**config.mk**
```make
export PLATFORM = sky130hd
export DESIGN_NAME = serial_frame_tx
export DESIGN_NICKNAME = d
export VERILOG_FILES = /design/src/rtl/serial_frame_pkg.sv /design/src/rtl/piso_shreg.sv /design/src/rtl/serial_frame_tx.sv
export SDC_FILE = /design/constraint.sdc
export NUM_CORES = 1
export LEC_CHECK = 0
export ABC_AREA = 0
export BUFFER_PORTS_ARGS = -buffer_cell sky130_fd_sc_hd__clkbuf_2
export CORE_AREA = 2 2 46 48
export DETAILED_ROUTE_END_ITERATION = 8
export DIE_AREA = 0 0 48 50
export PLACE_DENSITY = 0.7
export SETUP_SLACK_MARGIN = 0.4
export SLEW_MARGIN = 10
export SYNTH_ARGS = -nofsm -noshare
export SYNTH_HDL_FRONTEND = slang
export SYNTH_SLANG_ARGS = --single-unit
```
**constraint.sdc**
```tcl
create_clock -name clk_2 -period 1.6 [get_ports clk_2]
set_input_delay 0.08 -clock clk_2 [delete_from_list [all_inputs] [get_ports clk_2]]
set_output_delay 0.08 -clock clk_2 [all_outputs]
set_load 0.02 [all_outputs]
```
**src/rtl/serial_frame_pkg.sv**
```systemverilog
// Shared types and defaults for the serial frame transmitter.
package serial_frame_pkg;

  typedef enum logic [1:0] {
    StIdle = 2'd0,
    StPre  = 2'd1,
    StData = 2'd2,
    StDone = 2'd3
  } state_e;

  localparam logic [3:0]  PREAMBLE_DEFAULT = 4'b1101;
  localparam int unsigned NBITS_DEFAULT    = 8;

endpackage

```
**src/rtl/piso_shreg.sv**
```systemverilog
// Parallel-in serial-out shift register, MSB first.
// Shifting rotates the MSB back into bit 0 so a full pass restores the payload.
module piso_shreg #(
  parameter int unsigned Width = 8
) (
  input  logic             clk_i,
  input  logic             rst_i,
  input  logic             load_i,
  input  logic             shift_i,
  input  logic [Width-1:0] data_i,
  output logic             msb_o
);

  logic [Width-1:0] data_q, data_d;

  always_comb begin
    data_d = data_q;
    if (load_i) begin
      data_d = data_i;
    end else if (shift_i) begin
      data_d = (data_q << 1) | (data_q >> (Width - 1));
    end
  end

  always_ff @(posedge clk_i) begin
    if (rst_i) begin
      data_q <= '0;
    end else begin
      data_q <= data_d;
    end
  end

  assign msb_o = data_q[Width-1];

endmodule

```
**src/rtl/serial_frame_tx.sv**
```systemverilog
// Serial frame transmitter: 4-bit preamble then NBITS payload bits, MSB first,
// followed by a one-cycle DONE; optional back-to-back retransmission.
module serial_frame_tx
  import serial_frame_pkg::*;
#(
  parameter int unsigned NBITS    = NBITS_DEFAULT,
  parameter logic [3:0]  PREAMBLE = PREAMBLE_DEFAULT
) (
  input  logic             clk_2,
  input  logic             reset,
  input  logic             start,
  input  logic [NBITS-1:0] data_in,
  input  logic             repeat_en,
  output logic             serial_out,
  output logic             busy,
  output logic             done,
  output logic [1:0]       state_o
);

  localparam int unsigned MaxCnt = ((NBITS > 4) ? NBITS : 4) - 1;
  localparam int unsigned CntW   = $clog2(MaxCnt + 1);
  localparam logic [CntW-1:0] PreLoad  = CntW'(3);
  localparam logic [CntW-1:0] DataLoad = CntW'(NBITS - 1);

  state_e          state_q, state_d;
  logic [CntW-1:0] cnt_q, cnt_d;
  logic            serial_out_q, serial_out_d;
  logic            busy_q, busy_d;
  logic            done_q, done_d;
  logic            load, shift, msb;
  logic [1:0]      pre_idx;

  piso_shreg #(
    .Width (NBITS)
  ) u_shreg (
    .clk_i   (clk_2),
    .rst_i   (reset),
    .load_i  (load),
    .shift_i (shift),
    .data_i  (data_in),
    .msb_o   (msb)
  );

  assign pre_idx = 2'(cnt_q - CntW'(1));

  // Outputs are computed for the state being entered, then registered.
  always_comb begin
    state_d      = state_q;
    cnt_d        = cnt_q;
    serial_out_d = 1'b0;
    busy_d       = 1'b0;
    done_d       = 1'b0;
    load         = 1'b0;
    shift        = 1'b0;
    unique case (state_q)
      StIdle: begin
        if (start) begin
          state_d      = StPre;
          cnt_d        = PreLoad;
          serial_out_d = PREAMBLE[3];
          busy_d       = 1'b1;
          load         = 1'b1;
        end
      end
      StPre: begin
        busy_d = 1'b1;
        if (cnt_q != '0) begin
          cnt_d        = cnt_q - CntW'(1);
          serial_out_d = PREAMBLE[pre_idx];
        end else begin
          state_d      = StData;
          cnt_d        = DataLoad;
          serial_out_d = msb;
          shift        = 1'b1;
        end
      end
      StData: begin
        if (cnt_q != '0) begin
          cnt_d        = cnt_q - CntW'(1);
          serial_out_d = msb;
          shift        = 1'b1;
          busy_d       = 1'b1;
        end else begin
          state_d = StDone;
          done_d  = 1'b1;
        end
      end
      StDone: begin
        if (repeat_en) begin
          state_d      = StPre;
          cnt_d        = PreLoad;
          serial_out_d = PREAMBLE[3];
          busy_d       = 1'b1;
        end else begin
          state_d = StIdle;
        end
      end
      default: state_d = StIdle;
    endcase
  end

  always_ff @(posedge clk_2) begin
    if (reset) begin
      state_q      <= StIdle;
      cnt_q        <= '0;
      serial_out_q <= 1'b0;
      busy_q       <= 1'b0;
      done_q       <= 1'b0;
    end else begin
      state_q      <= state_d;
      cnt_q        <= cnt_d;
      serial_out_q <= serial_out_d;
      busy_q       <= busy_d;
      done_q       <= done_d;
    end
  end

  assign serial_out = serial_out_q;
  assign busy       = busy_q;
  assign done       = done_q;
  assign state_o    = state_q;

endmodule

```
==> run_results.csv, run 1 <==
group,metric,value,unit
floorplan,floorplan.die_area,2400,um^2
timing,final_hold_viol_count,0,
final_layout,finalNetCount,139,
final_layout,drive_above_1_share,45.76,%
clock_network,cts_sinks,16,
setup_path,cp_cell_sequence,"inv_2 -> ha_4 -> nor2b_4 -> mux2i_4 -> buf_12 -> mux2i_1 -> a211oi_1",
global_routing,grt-ovfl-total,0,
logic_synthesis,postSynth.topFlopCell,"sky130_fd_sc_hd__dfxtp_1",
final_layout,finalCoreUtilization,61.97,%
pwr,finalPower,2.602,mW
clock_network,worstSkewPairLatency,280,ps
logic_synthesis,syn-num-nets,110,
logic_synthesis,syn-instance-count,90,
logic_synthesis,synth.area.top_cells,"sky130_fd_sc_hd__dfxtp_1 (37%), sky130_fd_sc_hd__ha_1 (12%), sky130_fd_sc_hd__mux2i_1 (9.3%)",
timing,finalCriticalPeriod,1556,ps
timing,maxSlewViolCount,0,
clock_network,postCtsHoldBufs,0,
global_routing,vias_in_the_first_global_route,665,
logic_synthesis,synth_commonest_cells,"sky130_fd_sc_hd__dfxtp_1 (16), sky130_fd_sc_hd__nor2_1 (13), sky130_fd_sc_hd__a211oi_1 (10)",
floorplan,floorplan.rows,16,
logic_synthesis,async_reset_ff_share,0,%
timing,skew,0.7981,ps
place,post_detail_place_hpwl,1290,um
route,drc,0,
clock_network,clockRootBuffer,"sky130_fd_sc_hd__clkbuf_4",
setup_path,crit_fanout,9,
clock_network,ctsLongestPathBuffers,2,
setup_path,cp.required,1760,ps
timing,worst_slew_margin_relative_to_its_limit,76.05,%
route,avgRoutedWirePerCell,12.12,um
timing,clock.fmax,642.8,MHz
place,place_congestion,0.7798,
logic_synthesis,seq_area_frac_synth,37.37,%
setup_path,path_buf_inv,2,
clock_network,cts_tree,"done",
route,route.final.wire_length,1758,um
global_routing,grt_antenna_before_repair,0,
setup_path,worstSetupStartpointType,"register",
global_routing,grt_max_degree,17,
route,firstDrtPassIters,4,
setup_path,cp_data_arrival_time,1720,ps
timing,setup_violations,0,
clock_network,h-tree-depth,1,
logic_synthesis,number_of_enable_type_register_cells_in_the_synthesized_netlist,0,
pwr,pwr_density_cell,2208,nW/um^2
floorplan,initial_core_util,45.07,%
run,cap_violations,0,
place,total_of_buffers_placed_on_input_and_output_ports,16,
clock_network,numCtsBuffers,3,
setup_path,end_kind,"register",
min_path,holdCritPathClass,"input port to register",
logic_synthesis,ys_warn_count,0,
timing,timing.setup.tns,0,ps
logic_synthesis,synth_cell_type_count,25,
route,number_of_nets_with_antenna_violations_after_detailed_routing,0,
clock_network,path_clk_slew,90,ps
route,vias,714,
global_routing,grt_pass1_wl,2891,um
timing,worst_slew_pin_slew,359.2,ps
floorplan,number_of_top_level_design_ports,17,
timing,hold_ws,57.16,ps
setup_path,critical_path.max_stage_delay,330,ps
final_layout,area_growth_syn_to_layout,37.52,%
pwr,irDropWorstVdd,1.279,mV
logic_synthesis,yosysTopAreaCellShare,37.37,%
final_layout,fin_area,1179,um^2
floorplan,die_width,48,um
logic_synthesis,cell_area_synth,857.1,um^2
setup_path,cp_top_family,"multiplexers",
route,drt-initial-drc-count,8,
outcome,status,"finished clean",
place,post_dp_cell_area,1071,um^2
final_layout,diodes,0,
timing,portion_of_the_clock_cycle_consumed_by_the_worst_path_in_the_final_layout,97.24,%
route,detail_route.vias_per_cell,4.924,
timing,unrepaired_setup_endpoints_after_global_routing,"yes",
logic_synthesis,yosysMostFrequentCell,"sky130_fd_sc_hd__dfxtp_1",
setup_path,crit_type,"register to register",
logic_synthesis,ys_seq_elements,16,
floorplan,die_h,50,um
logic_synthesis,syn_avg_cell_area,9.523,um^2
floorplan,core_area,1902,um^2
global_routing,grt_use_total,16.71,%
logic_synthesis,yosys.area.top_type,"sky130_fd_sc_hd__dfxtp_1",
setup_path,critical-path-slowest-cell,"sky130_fd_sc_hd__dfxtp_2",
pwr,leakage,0.5276,nW
==> registers in the layout (all words and copies together) (netlist names) <==
signal          cells
u_shreg.data_q      8
cnt_q               3
state_o             2
busy                1
done                1
serial_out          1
==> power breakdown <==
group	switching [mW]	internal [mW]	total (mW)	leakage, nW
registers	0.117	0.578	0.695	0.134
clock network	0.123	0.138	0.261	0.0210
logic	0.825	0.820	1.65	0.372
total	1.07	1.54	2.60	0.528
==> kinds of logic after synthesis <==
| family | after synthesis | synth area share [%] |
|---|---|---|
| adder cells (fa/ha/maj) | 8 | 11.68 |
| flip-flops | 16 | 37.37 |
| buffers and inverters | 10 | 4.380 |
| multiplexers | 9 | 11.97 |
| AND/OR/NAND/NOR | 22 | 12.26 |
| AO/OA/AOI/OAI | 25 | 22.34 |
==> path summary, 6_finish.rpt <==
path	from	end	slack, ps	cells after the start
max	cnt_q[1]	u_shreg.data_q[1]	40	7
min reg2reg	u_shreg.data_q[0]	u_shreg.data_q[0]	500	2
min	data_in[1]	u_shreg.data_q[1]	60	3
max reg2reg	cnt_q[1]	u_shreg.data_q[1]	40	7
==> worst min-delay path: cells and delay by family <==
kind / cells / cell delay, ps
AOI/OAI and AO/OA: 1 / 50
buffers and inverters: 1 / 80
and+or+nand+nor: 1 / 90
==> routing by layer <==
layer / part of all wire (%) / wire, um / vias up / GRT usage [%]
met4: 0 / 0 / 0 / 4.054
met2: 50 / 879 / 9 / 26.44
li1: - / - / 384 / -
met1: 47 / 833 / 321 / 22.75
met5: 0 / 0 / - / 0
met3: 2.6 / 45 / 0 / 3.297
==> placed cells by master (no fill, tap or decap), types with 2 or more instances in the layout <==
cell type                   n
sky130_fd_sc_hd__a211oi_1  10
sky130_fd_sc_hd__a21oi_2    2
sky130_fd_sc_hd__buf_4      8
sky130_fd_sc_hd__clkbuf_2  16
sky130_fd_sc_hd__clkbuf_4   3
sky130_fd_sc_hd__dfxtp_1   12
sky130_fd_sc_hd__dfxtp_2    2
sky130_fd_sc_hd__dfxtp_4    2
sky130_fd_sc_hd__ha_1       3
sky130_fd_sc_hd__ha_2       3
sky130_fd_sc_hd__ha_4       2
sky130_fd_sc_hd__inv_1      4
sky130_fd_sc_hd__inv_2      2
sky130_fd_sc_hd__inv_4      2
sky130_fd_sc_hd__mux2i_1    8
sky130_fd_sc_hd__nand2_1    4
sky130_fd_sc_hd__nor2_1    12
sky130_fd_sc_hd__nor2b_4    2
==> metrics by stage <==
stage	std cells	setup WS (ps)
floorplan	90	71.69
CTS	144	47.48
global placement	138	79.78
global route	145	-36.77
finish	145	44.22
detailed placement	138	46.79
==> layout make-up <==
type / instances / area, um^2
fill: 171 / 723.2
timing repair buffer: 26 / 171.4
inverter: 8 / 35.03
multi-input combinational: 64 / 571.8
sequential: 16 / 330.3
clock buffer: 4 / 36.28
tap: 27 / 33.78
==> what timing repair did <==
action	in CTS	in global routing
buffers inserted	2	1
gates resized for setup	8	4
setup endpoints to repair	15	15
gates cloned	0	0
pin swaps	1	3
(Power assumes the default switching activity.)
==> run 2, diff against run 1 <==
- CORE_AREA: 2 2 46 48 -> 2 2 49 51
- DIE_AREA: 0 0 48 50 -> 0 0 51 53
- PLACE_DENSITY: 0.7 -> unset
==> run_results.csv, run 2 (synthesis results as in run 1) <==
group,metric,value,unit
timing,timing.setup.tns,0,ps
setup_path,timing.reg2reg.setup_slack,20,ps
global_routing,vias_in_the_first_global_route,778,
global_routing,grt-ovfl-total,0,
timing,finalCriticalPeriod,1576,ps
route,route.final.wire_length,2057,um
place,total_of_buffers_placed_on_input_and_output_ports,16,
global_routing,grt_max_degree,17,
route,detail_route.vias_per_cell,5.081,
clock_network,worstSkewPairLatency,290,ps
floorplan,core_area,2148,um^2
outcome,status,"finished clean",
route,firstDrtPassIters,3,
floorplan,initial_core_util,39.90,%
timing,unrepaired_setup_endpoints_after_global_routing,"yes",
timing,final_hold_viol_count,0,
setup_path,r2r_end,"u_shreg.data_q[6]",
timing,portion_of_the_clock_cycle_consumed_by_the_worst_path_in_the_final_layout,98.50,%
route,avgRoutedWirePerCell,13.90,um
setup_path,cp_data_arrival_time,1740,ps
place,post_detail_place_hpwl,1285,um
timing,worst_slew_pin_slew,450.3,ps
floorplan,floorplan.rows,17,
route,drc,0,
global_routing,grt_use_total,17.70,%
final_layout,finalCoreUtilization,57.25,%
min_path,worst_hold_path.endpoint,"u_shreg.data_q[1]",
global_routing,grt_antenna_before_repair,0,
route,number_of_nets_with_antenna_violations_after_detailed_routing,0,
pwr,irDropWorstVdd,1.161,mV
pwr,pwr_density_cell,2242,nW/um^2
setup_path,crit_fanout,9,
clock_network,postCtsHoldBufs,0,
setup_path,crit_type,"register to register",
timing,worst_slew_margin_relative_to_its_limit,69.91,%
route,drt-initial-drc-count,8,
setup_path,r2r_cells,7,
clock_network,numCtsBuffers,3,
setup_path,r2r-start,"cnt_q[1]",
floorplan,number_of_top_level_design_ports,17,
final_layout,flip_flop_count_of_the_largest_register_after_layout,8,
floorplan,die_h,53,um
route,detailroute.wirelength.met2,1064,um
global_routing,grt_pass1_wl,3422,um
route,met3WireLength,77,um
pwr,finalPower,2.757,mW
run,cap_violations,0,
clock_network,clockRootBuffer,"sky130_fd_sc_hd__clkbuf_4",
clock_network,ctsLongestPathBuffers,2,
final_layout,diodes,0,
setup_path,worstSetupStartpointType,"register",
route,vias,752,
place,post_dp_cell_area,1022,um^2
setup_path,cp.required,1760,ps
place,place_congestion,0.7687,
floorplan,die_width,51,um
final_layout,drive_above_1_share,50.83,%
final_layout,finalNetCount,141,
clock_network,h-tree-depth,1,
min_path,holdCritPathClass,"input port to register",
final_layout,mostFrequentLayoutCell,"sky130_fd_sc_hd__clkbuf_2",
final_layout,fin_area,1230,um^2
timing,skew,1.344,ps
min_path,hold_path_startpoint,"data_in[1]",
clock_network,cts_tree,"done",
route,wirelength_met1,858,um
route,top_layer,"met4",
final_layout,layout.cells.most_common_list,"sky130_fd_sc_hd__clkbuf_2 (16), sky130_fd_sc_hd__nor2_1 (12), sky130_fd_sc_hd__dfxtp_1 (12), sky130_fd_sc_hd__buf_4 (9)",
clock_network,path_clk_slew,100,ps
timing,hold_ws,44.44,ps
final_layout,largest-register,"u_shreg.data_q",
final_layout,area_growth_syn_to_layout,43.50,%
pwr,leakage,0.5391,nW
floorplan,floorplan.die_area,2703,um^2
timing,clock.fmax,634.5,MHz
clock_network,cts_sinks,16,
timing,setup_violations,0,
timing,maxSlewViolCount,0,
setup_path,end_kind,"register",
min_path,hold_depth,3,
-- run 2: how the worst max path moves through the flow --
stage	from	endpoint
final	cnt_q[1]	u_shreg.data_q[6]
after global routing	cnt_q[1]	u_shreg.data_q[6]
after floorplan	cnt_q[1]	u_shreg.data_q[1]
after global placement	cnt_q[1]	u_shreg.data_q[2]
after CTS	cnt_q[1]	u_shreg.data_q[6]
after detailed placement	cnt_q[1]	u_shreg.data_q[0]
-- run 2: timing repair --
item | 4_1_cts | 5_1_grt
gates cloned | 0 | 0
gates resized for setup | 10 | 10
pin swaps | 2 | 1
endpoints found under the setup margin | 15 | 15
buffers inserted | 7 | 3
endpoints found under the hold margin | 0 | 0
-- run 2: critical path, stage by stage, from the launching register on --
cell and delay, ps:
sky130_fd_sc_hd__dfxtp_2 340, sky130_fd_sc_hd__inv_2 70, sky130_fd_sc_hd__ha_4 130, sky130_fd_sc_hd__nor2b_4 210
sky130_fd_sc_hd__mux2i_4 270, sky130_fd_sc_hd__buf_12 150, sky130_fd_sc_hd__mux2i_1 180, sky130_fd_sc_hd__a211oi_1 90
-- run 2: routing by layer --
layer	vias up	track usage (%)
met5	-	0
met4	0	10.81
met3	7	3.390
met2	19	33.12
met1	341	18.09
li1	385	-
-- run 2: area by class of cell --
type | count | area [um^2]
fillers | 196 | 918.4
multi-input cells | 64 | 613.1
flip-flops and latches | 16 | 330.3
repair buffers | 28 | 190.2
inverters | 8 | 35.03
well taps | 28 | 35.03
clock buffers | 3 | 22.52
clock inverters | 1 | 3.754
-- run 2: through the flow --
stage	worst slack, ps	std cells
finish	24.08	148
global route	-90.17	148
CTS	49.17	145
detailed placement	-30.81	134
global placement	-9.535	134
floorplan	71.69	90
-- run 2: power by group --
group	leakage (nW)	total, mW	switching (mW)	internal (mW)
registers	0.134	0.702	0.123	0.578
logic	0.390	1.83	0.902	0.929
clock network	0.0154	0.225	0.134	0.0907
==> run 3, diff against run 2 <==
- MAX_ROUTING_LAYER: unset -> met4
==> run_results.csv, run 3 (synthesis results as in run 1) <==
group,metric,value,unit
place,post_detail_place_hpwl,1285,um
final_layout,finalNetCount,142,
setup_path,crit_type,"register to register",
place,post-place-ws,-30.81,ps
setup_path,critical_path.max_stage_delay,340,ps
pwr,power.share.sequential,25.2,%
setup_path,worstSetupStartpointType,"register",
timing,maxSlewViolCount,0,
setup_path,end_kind,"register",
setup_path,path_buf_inv,2,
global_routing,vias_in_the_first_global_route,779,
timing,final_hold_viol_count,0,
pwr,finalPower,2.784,mW
global_routing,grt_pass1_wl,3443,um
timing,setup_violations,0,
final_layout,layout.cells.non_filler,149,
pwr,cell_internal_pwr,1.620,mW
timing,portion_of_the_clock_cycle_consumed_by_the_worst_path_in_the_final_layout,98.40,%
timing,finalCriticalPeriod,1574,ps
final_layout,fin_area,1237,um^2
route,drt-initial-drc-count,8,
run,cap_violations,0,
clock_network,numCtsBuffers,3,
final_layout,mostFrequentLayoutCell,"sky130_fd_sc_hd__clkbuf_2",
place,place_congestion,0.7789,
timing,worst_slew_margin_relative_to_its_limit,69.87,%
clock_network,worstSkewPairLatency,290,ps
pwr,irDropWorstVdd,1.158,mV
pwr,power.switching,1.164,mW
timing,worst_slew_pin_slew,450.8,ps
final_layout,largest-register,"u_shreg.data_q",
clock_network,h-tree-depth,1,
setup_path,cp.required,1770,ps
floorplan,floorplan.die_area,2703,um^2
clock_network,clockRootBuffer,"sky130_fd_sc_hd__clkbuf_4",
setup_path,crit_fanout,9,
route,detail_route.vias_per_cell,5.027,
route,route.final.wire_length,2032,um
clock_network,path_clk_slew,100,ps
floorplan,initial_core_util,39.90,%
pwr,power.share.clock,8.2,%
floorplan,floorplan.rows,17,
route,vias,749,
outcome,status,"finished clean",
final_layout,diodes,0,
final_layout,drive_above_1_share,51.24,%
global_routing,grt_antenna_before_repair,0,
floorplan,core_area,2148,um^2
clock_network,ctsLongestPathBuffers,2,
pwr,pwr_density_cell,2250,nW/um^2
floorplan,die_h,53,um
timing,skew,2.317,ps
route,firstDrtPassIters,2,
final_layout,layout.cells.most_common_list,"sky130_fd_sc_hd__clkbuf_2 (16), sky130_fd_sc_hd__nor2_1 (12), sky130_fd_sc_hd__dfxtp_1 (12), sky130_fd_sc_hd__buf_4 (10)",
global_routing,grt-ovfl-total,0,
clock_network,cts_tree,"done",
floorplan,number_of_top_level_design_ports,17,
final_layout,fillerInstances,197,
route,avgRoutedWirePerCell,13.64,um
clock_network,cts_sinks,16,
timing,worst_slack,25.59,ps
timing,clock.fmax,635.2,MHz
final_layout,area_of_combinational_cells_with_multiple_inputs,613.1,um^2
global_routing,grt_max_degree,17,
min_path,holdCritPathClass,"input port to register",
place,post_dp_cell_area,1022,um^2
global_routing,grt_use_total,18.23,%
setup_path,cp_cell_sequence,"inv_2 -> ha_4 -> nor2b_4 -> mux2i_4 -> buf_12 -> mux2i_1 -> a211oi_1",
setup_path,critical-path-slowest-cell,"sky130_fd_sc_hd__dfxtp_2",
route,number_of_nets_with_antenna_violations_after_detailed_routing,0,
route,drc,0,
final_layout,area_growth_syn_to_layout,44.38,%
place,dp_cells,134,
pwr,power.combinational.fraction,66.6,%
floorplan,die_width,51,um
place,total_of_buffers_placed_on_input_and_output_ports,16,
setup_path,cp_data_arrival_time,1740,ps
pwr,leakage,0.5440,nW
final_layout,flip_flop_count_of_the_largest_register_after_layout,8,
setup_path,cp_top_family,"multiplexers",
clock_network,postCtsHoldBufs,0,
timing,unrepaired_setup_endpoints_after_global_routing,"yes",
final_layout,sequential_cell_area,330.3,um^2
pwr,switching_share,41.82,%
run 3: final timing paths:
path                     startpoint                end  slack, ps  cells past startpoint
setup reg to reg           cnt_q[1]  u_shreg.data_q[6]         30                      7
hold / removal           data_in[1]  u_shreg.data_q[1]         40                      3
setup / recovery           cnt_q[1]  u_shreg.data_q[6]         30                      7
hold reg to reg   u_shreg.data_q[0]  u_shreg.data_q[0]        510                      2
run 3: layout make-up:
type / instances / share of cell area [%]
repair buffers: 29 / 15.98
flip-flops and latches: 16 / 26.69
inverters: 8 / 2.831
multi-input cells: 64 / 49.54
well taps: 28 / 2.831
clock buffers: 3 / 1.820
clock inverters: 1 / 0.3033
run 3: worst min-delay path, stage by stage:
cell and delay, ps:
sky130_fd_sc_hd__clkbuf_2 80, sky130_fd_sc_hd__nor2_1 90, sky130_fd_sc_hd__a211oi_1 50
run 3: power groups by stage:
stage / clock network [mW] / registers (mW) / logic (mW)
6_report: 0.229 / 0.702 / 1.85
5_1_grt: 0.250 / 0.723 / 2.01
4_1_cts: 0.237 / 0.697 / 1.59
3_5_place_dp: 0 / 0.705 / 1.28
3_3_place_gp: 0 / 0.698 / 1.27
2_1_floorplan: 0 / 0.742 / 0.953
run 3: routing by layer:
| layer | GRT usage (%) | vias up | routed length (um) |
|---|---|---|---|
| met1 | 18.43 | 341 | 867 |
| met2 | 32.90 | 16 | 1060 |
| met5 | - | - | 0 |
| li1 | - | 388 | - |
| met4 | 10.81 | 0 | 34 |
| met3 | 3.390 | 4 | 70 |
run 3: repair_timing:
item                                    CTS  global route
endpoints found under the hold margin     0             0
pin swaps                                 2             1
endpoints found under the setup margin   15            15
gates resized for setup                  10            10
setup buffers                             7             4
run 3: stage by stage:
step	utilization [%]	setup TNS, ps	hold WS [ps]
finish	57.60	0	43.39
global route	57.60	-487.2	53.54
CTS	53.70	0	32.53
detailed placement	47.58	-140.5	359.4
global placement	47.58	-9.535	351.9
floorplan	-	0	145.3
